## src/rtl/stopwatch_bcd.sv

```systemverilog
// BCD stopwatch: debounced start/clear/lap keys, run/stop FSM, carry-chain counter, 7-seg drive.
// Optional lap-freeze display enabled by defining STOPWATCH_LAP_EN.
module stopwatch_bcd #(
    parameter int unsigned CLK_HZ       = 50_000_000,
    parameter int unsigned TICK_HZ      = 100,
    parameter int unsigned DIGITS       = 4,
    parameter int unsigned DEBOUNCE_CYC = 500_000
) (
    input  logic                CLOCK_50,
    input  logic                RESET_N,
    input  logic                KEY_START_N,
    input  logic                KEY_CLEAR_N,
    input  logic                KEY_LAP_N,
    output logic [7*DIGITS-1:0] HEX_SEG,
    output logic                RUNNING,
    output logic                OVERFLOW,
    output logic                LAP_ACTIVE
);

    localparam int unsigned DIV = CLK_HZ / TICK_HZ;
    localparam int unsigned PW  = $clog2(DIV);
    localparam int unsigned DBW = $clog2(DEBOUNCE_CYC + 1);
`ifdef STOPWATCH_LAP_EN
    localparam int unsigned NKEYS = 3;
`else
    localparam int unsigned NKEYS = 2;
`endif

    typedef enum logic [1:0] {StIdle, StRun, StStop, StFull} state_e;

    // ---------------- key conditioning ----------------
    logic [NKEYS-1:0] key_raw;
    logic [NKEYS-1:0] sync1_q, sync2_q;
    logic [NKEYS-1:0] deb_q, deb_d;
    logic [NKEYS-1:0] press_q, press_d;
    logic [DBW-1:0]   db_cnt_q [NKEYS];
    logic [DBW-1:0]   db_cnt_d [NKEYS];

    always_comb begin
        key_raw    = '1;
        key_raw[0] = KEY_START_N;
        key_raw[1] = KEY_CLEAR_N;
`ifdef STOPWATCH_LAP_EN
        key_raw[2] = KEY_LAP_N;
`endif
    end

`ifndef STOPWATCH_LAP_EN
    logic key_lap_unused;
    assign key_lap_unused = KEY_LAP_N;
`endif

    // Level is accepted once the synced key has disagreed with it for DEBOUNCE_CYC cycles in a row.
    always_comb begin
        for (int k = 0; k < NKEYS; k++) begin
            deb_d[k]    = deb_q[k];
            db_cnt_d[k] = '0;
            if (sync2_q[k] != deb_q[k]) begin
                if (db_cnt_q[k] == DBW'(DEBOUNCE_CYC - 1)) begin
                    deb_d[k] = sync2_q[k];
                end else begin
                    db_cnt_d[k] = db_cnt_q[k] + DBW'(1);
                end
            end
        end
        press_d = deb_q & ~deb_d;
    end

    always_ff @(posedge CLOCK_50 or negedge RESET_N) begin
        if (!RESET_N) begin
            sync1_q <= '1;
            sync2_q <= '1;
            deb_q   <= '1;
            press_q <= '0;
            for (int k = 0; k < NKEYS; k++) begin
                db_cnt_q[k] <= '0;
            end
        end else begin
            sync1_q <= key_raw;
            sync2_q <= sync1_q;
            deb_q   <= deb_d;
            press_q <= press_d;
            for (int k = 0; k < NKEYS; k++) begin
                db_cnt_q[k] <= db_cnt_d[k];
            end
        end
    end

    logic start_p, clear_p;
    assign start_p = press_q[0];
    assign clear_p = press_q[1];

    // ---------------- counter core ----------------
    state_e                  state_q, state_d;
    logic [PW-1:0]           presc_q, presc_d;
    logic [DIGITS-1:0][3:0]  cnt_q, cnt_d, cnt_inc, disp;
    logic                    running_q, overflow_q;
    logic                    tick, all9, carry;

    always_comb begin
        all9    = 1'b1;
        carry   = 1'b1;
        cnt_inc = cnt_q;
        for (int k = 0; k < DIGITS; k++) begin
            if (cnt_q[k] != 4'd9) begin
                all9 = 1'b0;
            end
            if (carry) begin
                if (cnt_q[k] == 4'd9) begin
                    cnt_inc[k] = 4'd0;
                end else begin
                    cnt_inc[k] = cnt_q[k] + 4'd1;
                    carry      = 1'b0;
                end
            end
        end
    end

`ifdef STOPWATCH_LAP_EN
    logic                   lap_p;
    logic                   lap_act_q, lap_act_d;
    logic [DIGITS-1:0][3:0] lap_q, lap_d;
    assign lap_p = press_q[2];
`endif

    always_comb begin
        state_d = state_q;
        presc_d = presc_q;
        cnt_d   = cnt_q;
        tick    = (state_q == StRun) && (presc_q == PW'(DIV - 1));
`ifdef STOPWATCH_LAP_EN
        lap_d     = lap_q;
        lap_act_d = lap_act_q;
`endif
        if (clear_p) begin
            state_d = StIdle;
            presc_d = '0;
            cnt_d   = '0;
`ifdef STOPWATCH_LAP_EN
            lap_act_d = 1'b0;
`endif
        end else begin
            unique case (state_q)
                StIdle: if (start_p) state_d = StRun;
                StRun: begin
                    presc_d = tick ? '0 : presc_q + PW'(1);
                    if (tick) begin
                        if (all9) state_d = StFull;
                        else      cnt_d   = cnt_inc;
                    end
                    // Saturation takes precedence over a coincident start press.
                    if (start_p && !(tick && all9)) state_d = StStop;
                end
                StStop: if (start_p) state_d = StRun;
                StFull: ;
                default: state_d = StIdle;
            endcase
`ifdef STOPWATCH_LAP_EN
            if (lap_p && (state_q == StRun || state_q == StFull)) begin
                if (lap_act_q) begin
                    lap_act_d = 1'b0;
                end else begin
                    lap_d     = cnt_q;
                    lap_act_d = 1'b1;
                end
            end
`endif
        end
    end

    always_ff @(posedge CLOCK_50 or negedge RESET_N) begin
        if (!RESET_N) begin
            state_q    <= StIdle;
            presc_q    <= '0;
            cnt_q      <= '0;
            running_q  <= 1'b0;
            overflow_q <= 1'b0;
        end else begin
            state_q    <= state_d;
            presc_q    <= presc_d;
            cnt_q      <= cnt_d;
            running_q  <= (state_d == StRun);
            overflow_q <= (state_d == StFull);
        end
    end

`ifdef STOPWATCH_LAP_EN
    always_ff @(posedge CLOCK_50 or negedge RESET_N) begin
        if (!RESET_N) begin
            lap_q     <= '0;
            lap_act_q <= 1'b0;
        end else begin
            lap_q     <= lap_d;
            lap_act_q <= lap_act_d;
        end
    end

    assign disp       = lap_act_q ? lap_q : cnt_q;
    assign LAP_ACTIVE = lap_act_q;
`else
    assign disp       = cnt_q;
    assign LAP_ACTIVE = 1'b0;
`endif

    assign RUNNING  = running_q;
    assign OVERFLOW = overflow_q;

    // ---------------- 7-segment decode (gfedcba, active low) ----------------
    function automatic logic [6:0] seg7(input logic [3:0] d);
        logic [6:0] s;
        unique case (d)
            4'd0:    s = 7'b1000000;
            4'd1:    s = 7'b1111001;
            4'd2:    s = 7'b0100100;
            4'd3:    s = 7'b0110000;
            4'd4:    s = 7'b0011001;
            4'd5:    s = 7'b0010010;
            4'd6:    s = 7'b0000010;
            4'd7:    s = 7'b1111000;
            4'd8:    s = 7'b0000000;
            4'd9:    s = 7'b0010000;
            default: s = 7'b1111111;
        endcase
        return s;
    endfunction

    always_comb begin
        HEX_SEG = '1;
        for (int k = 0; k < DIGITS; k++) begin
            HEX_SEG[7*k +: 7] = seg7(disp[k]);
        end
    end

endmodule
```

## config.mk

```make
export PLATFORM = sky130hd
export DESIGN_NAME = stopwatch_bcd
export DESIGN_NICKNAME = d
export VERILOG_FILES = /design/src/rtl/stopwatch_bcd.sv
export SDC_FILE = /design/constraint.sdc
export NUM_CORES = 1
export LEC_CHECK = 0
export CORE_MARGIN = 8
export CORE_UTILIZATION = 50
export CTS_CLUSTER_DIAMETER = 200
export DETAILED_ROUTE_END_ITERATION = 6
export PLACE_DENSITY = 0.79
export SETUP_SLACK_MARGIN = 0.2
export SLEW_MARGIN = 15
export SYNTH_ARGS = -nofsm -noshare
export SYNTH_HDL_FRONTEND = slang
export SYNTH_SLANG_ARGS = --single-unit
export TNS_END_PERCENT = 50
```

## constraint.sdc

```tcl
create_clock -name CLOCK_50 -period 2.9 [get_ports CLOCK_50]
set_input_delay 0.435 -clock CLOCK_50 [delete_from_list [all_inputs] [get_ports CLOCK_50]]
set_output_delay 0.435 -clock CLOCK_50 [all_outputs]
set_load 0.02 [all_outputs]
```

==> results.tsv <==
metric	value	unit
Mapped Cells	585	
accumulated negative setup slack	0	ps
Avg WL per Cell	15.2	microns
Clk pin slew, worst setup/hold paths	90	ps
Ports	36	
data arrival time of the critical path	2210	ps
mean instance size in the synthesized netlist	8.89	sq um
wire length of the first global-routing pass	20.0	mm
clock tree sinks	85	
multiplexer share of the synthesized area	2.07	%
Critical Path RT	2470	ps
Max Clock Skew	7.69	ps
Die Y	118	microns
post-layout worst setup margin	251	ps
critical path fanouts, max	7	
maximum clock frequency	378	MHz
total global routing track utilization	16.7	%
cell area after synthesis	5200	sq um
Syn Nets	613	
maximum vdd drop	248	uV
power density over cell area	363	nW/um^2
final routed DRC violation total	0	
Die W	118	microns
die footprint	13900	sq um
critical-path cell with the highest stage delay	sky130_fd_sc_hd__clkdlybuf4s50_1	
# diodes	0	
total of buffers placed on input and output ports	33	
root buffer selected by CTS	sky130_fd_sc_hd__clkbuf_8	
post-detailed-route via-to-cell ratio	5.90	
static power due to leakage	0.00245	uW
buffer levels on the longest clock path	2	
number of antenna violations at the first check in global routing	0	
worst reg2reg path startpoint	cnt_q[9]$_DFFE_PN0P_	
final estimated routing congestion in global placement	0.881	
Storage cell area	2140	sq um
count of hold buffers inserted by post-cts repair	0	
number of buffers added by the clock tree synthesis step	9	
path depth of the worst reg2reg path	6	
count of final hold-check violations	0	
layout filler cell count	889	
final antenna-violating net count	0	
worst slew pin tran	835	ps
total half-perimeter wirelength after legalization and detailed placement	8.15	mm
Crit Path Category	reg -> out	
result of the run	finished clean	
TritonCTS clock tree	built	
origin of the worst setup path	cnt_q[1]$_DFFE_PN0P_	
insertion delay of the later-clocked pin in the worst-skew pair	350	ps
standard-cell rows	37	
ys async rst share	100	%
share of the synthesized area in the top cell type	38.0	%
share of post-route cells with drive strength above 1	8.01	%
starting density of the core	50.8	%
worst reg2reg endpoint	cnt_q[4]$_DFFE_PN0P_	
pin count of the biggest net entering global routing	47	
adder and majority gate portion of the synthesized area	5.53	%
ratio of final minimum period to clock period	91.3	%
via count of the routed design	4413	
dominant combinational cell family by area after synthesis	simple AND/OR/NAND/NOR gates	
setup repair after global routing missed its margin	yes	
endpoint class of the critical path	output pin	
post-layout instance area	5850	sq um
maximum level of the CTS H-tree	3	
Setup crit end	HEX_SEG[3]	
share of the core filled with cells in the final layout	57.2	%
number of synthesized flops with an enable pin	0	
biggest area consumer among synthesized cells	sky130_fd_sc_hd__dfrtp_1	
Max stage delay on crit path	550	ps
final global-route overflow total	0	
total iterations of the first detailed-routing run	4	
area fraction in compound gates after synthesis	14.1	%
Netlist cell types	60	
Yosys warning total	0	
worst setup slack for register-to-register paths	500	ps
Max transition margin	44.1	%
area taken by multi-input logic gates	2860	sq um
critical path cell sequence	inv_1 -> ha_1 -> or2_2 -> a21oi_1 -> nor2_1 -> clkdlybuf4s50_1	
via count of the first global-routing pass	4358	
setup violators final	0	
Min-Delay Path Class	in -> async	
post-synthesis register bit count	85	
crit path time final	2650	ps
Synth Area in XOR/XNOR	5.56	%
minimum setup slack after placement	456	ps
Core Area	10200	sq um
flip-flop cell with the highest count after synthesis	sky130_fd_sc_hd__dfrtp_1	
number of nets in the layout	635	
number of violations of the max-capacitance limit	0	
sequential element share of the synthesized area	41.0	%
final count of pins violating max slew	0	
area fraction in and, or, nand and nor cells after synthesis	27.7	%
total chip power	2120	uW
Starting DRT DRC Count	221	
Critical Path Source Type	flop	
post-synthesis to final-layout area growth	12.4	%
total placed instance area	5640	sq um
cells taking the most area after synthesis	sky130_fd_sc_hd__dfrtp_1 (38%), sky130_fd_sc_hd__ha_1 (5.5%), sky130_fd_sc_hd__nor2_1 (5.2%)	
final wirelength	11.4	mm
-- area by class of cell --
| class | count | share of cell area [%] |
|---|---|---|
| clock buffers | 11 | 2.42 |
| clock inverters | 5 | 0.984 |
| inverters | 25 | 1.60 |
| well taps | 136 | 2.91 |
| flip-flops and latches | 85 | 36.5 |
| multi-input cells | 448 | 48.9 |
| repair buffers | 38 | 6.63 |
-- cells in the final DEF (no fill, tap or decap), types with 6 or more instances in the layout --
cell type / instances
sky130_fd_sc_hd__o31ai_1: 12
sky130_fd_sc_hd__nand2b_1: 7
sky130_fd_sc_hd__a31oi_1: 7
sky130_fd_sc_hd__or3_1: 10
sky130_fd_sc_hd__inv_1: 24
sky130_fd_sc_hd__or4_1: 13
sky130_fd_sc_hd__nand2_1: 50
sky130_fd_sc_hd__clkbuf_8: 10
sky130_fd_sc_hd__nor4_1: 14
sky130_fd_sc_hd__ha_1: 23
sky130_fd_sc_hd__and3_1: 6
sky130_fd_sc_hd__xor2_1: 19
sky130_fd_sc_hd__nor3_1: 11
sky130_fd_sc_hd__nand3_1: 22
sky130_fd_sc_hd__nand4_1: 21
sky130_fd_sc_hd__dfstp_2: 6
sky130_fd_sc_hd__clkdlybuf4s50_1: 28
sky130_fd_sc_hd__dfrtp_1: 77
sky130_fd_sc_hd__nor2_1: 72
sky130_fd_sc_hd__a21oi_1: 44
sky130_fd_sc_hd__and4_1: 6
sky130_fd_sc_hd__xnor2_1: 14
sky130_fd_sc_hd__o41ai_1: 6
sky130_fd_sc_hd__o21ai_0: 19
-- report_power, final --
group          leakage, uW  switching (uW)  internal [uW]
logic              0.00118            40.2           15.8
registers          0.00116            9.55           1200
clock network     0.000104             436            426
-- cell families after synthesis --
group	after synthesis
buf+inv	52
simple gates	268
other cells	1
compound gates	113
xor+xnor	33
fa+ha+maj	23
mux	10
flops	85
-- through the flow --
stage / cells / hold slack (ps)
after floorplan: 585 / 139
after global routing: 748 / 83.8
after detailed placement: 732 / 349
after global placement: 732 / 346
after CTS: 748 / 43.1
final: 748 / 41.2
-- critical path: cells and delay by family (launching register included) --
| family | cells | cell delay [ps] |
|---|---|---|
| AOI/OAI and AO/OA | 1 | 160 |
| adders and majority gates | 1 | 210 |
| DFF | 1 | 470 |
| and+or+nand+nor | 2 | 340 |
| buffers and inverters | 2 | 680 |
-- registers in the layout, summed over array words and instances, names as in the netlist --
register	cells
db_cnt_q	38
presc_q	19
cnt_q	16
deb_q	2
press_q	2
state_q	2
sync1_q	2
sync2_q	2
OVERFLOW	1
RUNNING	1
-- cells in the mapped netlist (7+ instances only) --
| cell | count |
|---|---|
| sky130_fd_sc_hd__dfrtp_1 | 79 |
| sky130_fd_sc_hd__nor2_1 | 72 |
| sky130_fd_sc_hd__nand2_1 | 50 |
| sky130_fd_sc_hd__a21oi_1 | 44 |
| sky130_fd_sc_hd__inv_1 | 24 |
| sky130_fd_sc_hd__ha_1 | 23 |
| sky130_fd_sc_hd__nand3_1 | 22 |
| sky130_fd_sc_hd__nand4_1 | 21 |
| sky130_fd_sc_hd__clkbuf_1 | 20 |
| sky130_fd_sc_hd__o21ai_0 | 19 |
| sky130_fd_sc_hd__xor2_1 | 19 |
| sky130_fd_sc_hd__nor4_1 | 14 |
| sky130_fd_sc_hd__xnor2_1 | 14 |
| sky130_fd_sc_hd__or4_1 | 13 |
| sky130_fd_sc_hd__o31ai_1 | 12 |
| sky130_fd_sc_hd__nor3_1 | 11 |
| sky130_fd_sc_hd__or3_1 | 10 |
| sky130_fd_sc_hd__a31oi_1 | 7 |
| sky130_fd_sc_hd__nand2b_1 | 7 |
-- worst min-delay path by stage --
| stage | startpoint | end | slack [ps] | depth (start not counted) |
|---|---|---|---|---|
| after global placement | sync1_q[1]$_DFF_PN1_ | sync2_q[1]$_DFF_PN1_ | 350 | 0 |
| final | RESET_N | db_cnt_q[8]$_DFF_PN0_ | 40 | 1 |
| after CTS | RESET_N | db_cnt_q[6]$_DFF_PN0_ | 40 | 1 |
| after detailed placement | sync1_q[1]$_DFF_PN1_ | sync2_q[1]$_DFF_PN1_ | 350 | 0 |
| after floorplan | RESET_N | OVERFLOW$_DFF_PN0_ | 140 | 0 |
| after global routing | RESET_N | db_cnt_q[6]$_DFF_PN0_ | 80 | 1 |
-- metal layers --
layer  routed length [microns]  vias up  share of wire, %  track usage (%)
li1                          -     2170                 -                -
met1                      5050     2151                44             20.2
met2                      5750       81                51             29.2
met3                       467       11               4.1             3.50
met4                       104        0              0.91             4.64
met5                         0        -                 0                0
-- timing repair --
action                                 CTS  global route
buffers inserted                         0             0
endpoints found under the hold margin    0             0
setup endpoints to repair                4             9
gates resized for setup                  1             5
No activity file was read; power rests on OpenSTA's default activity.
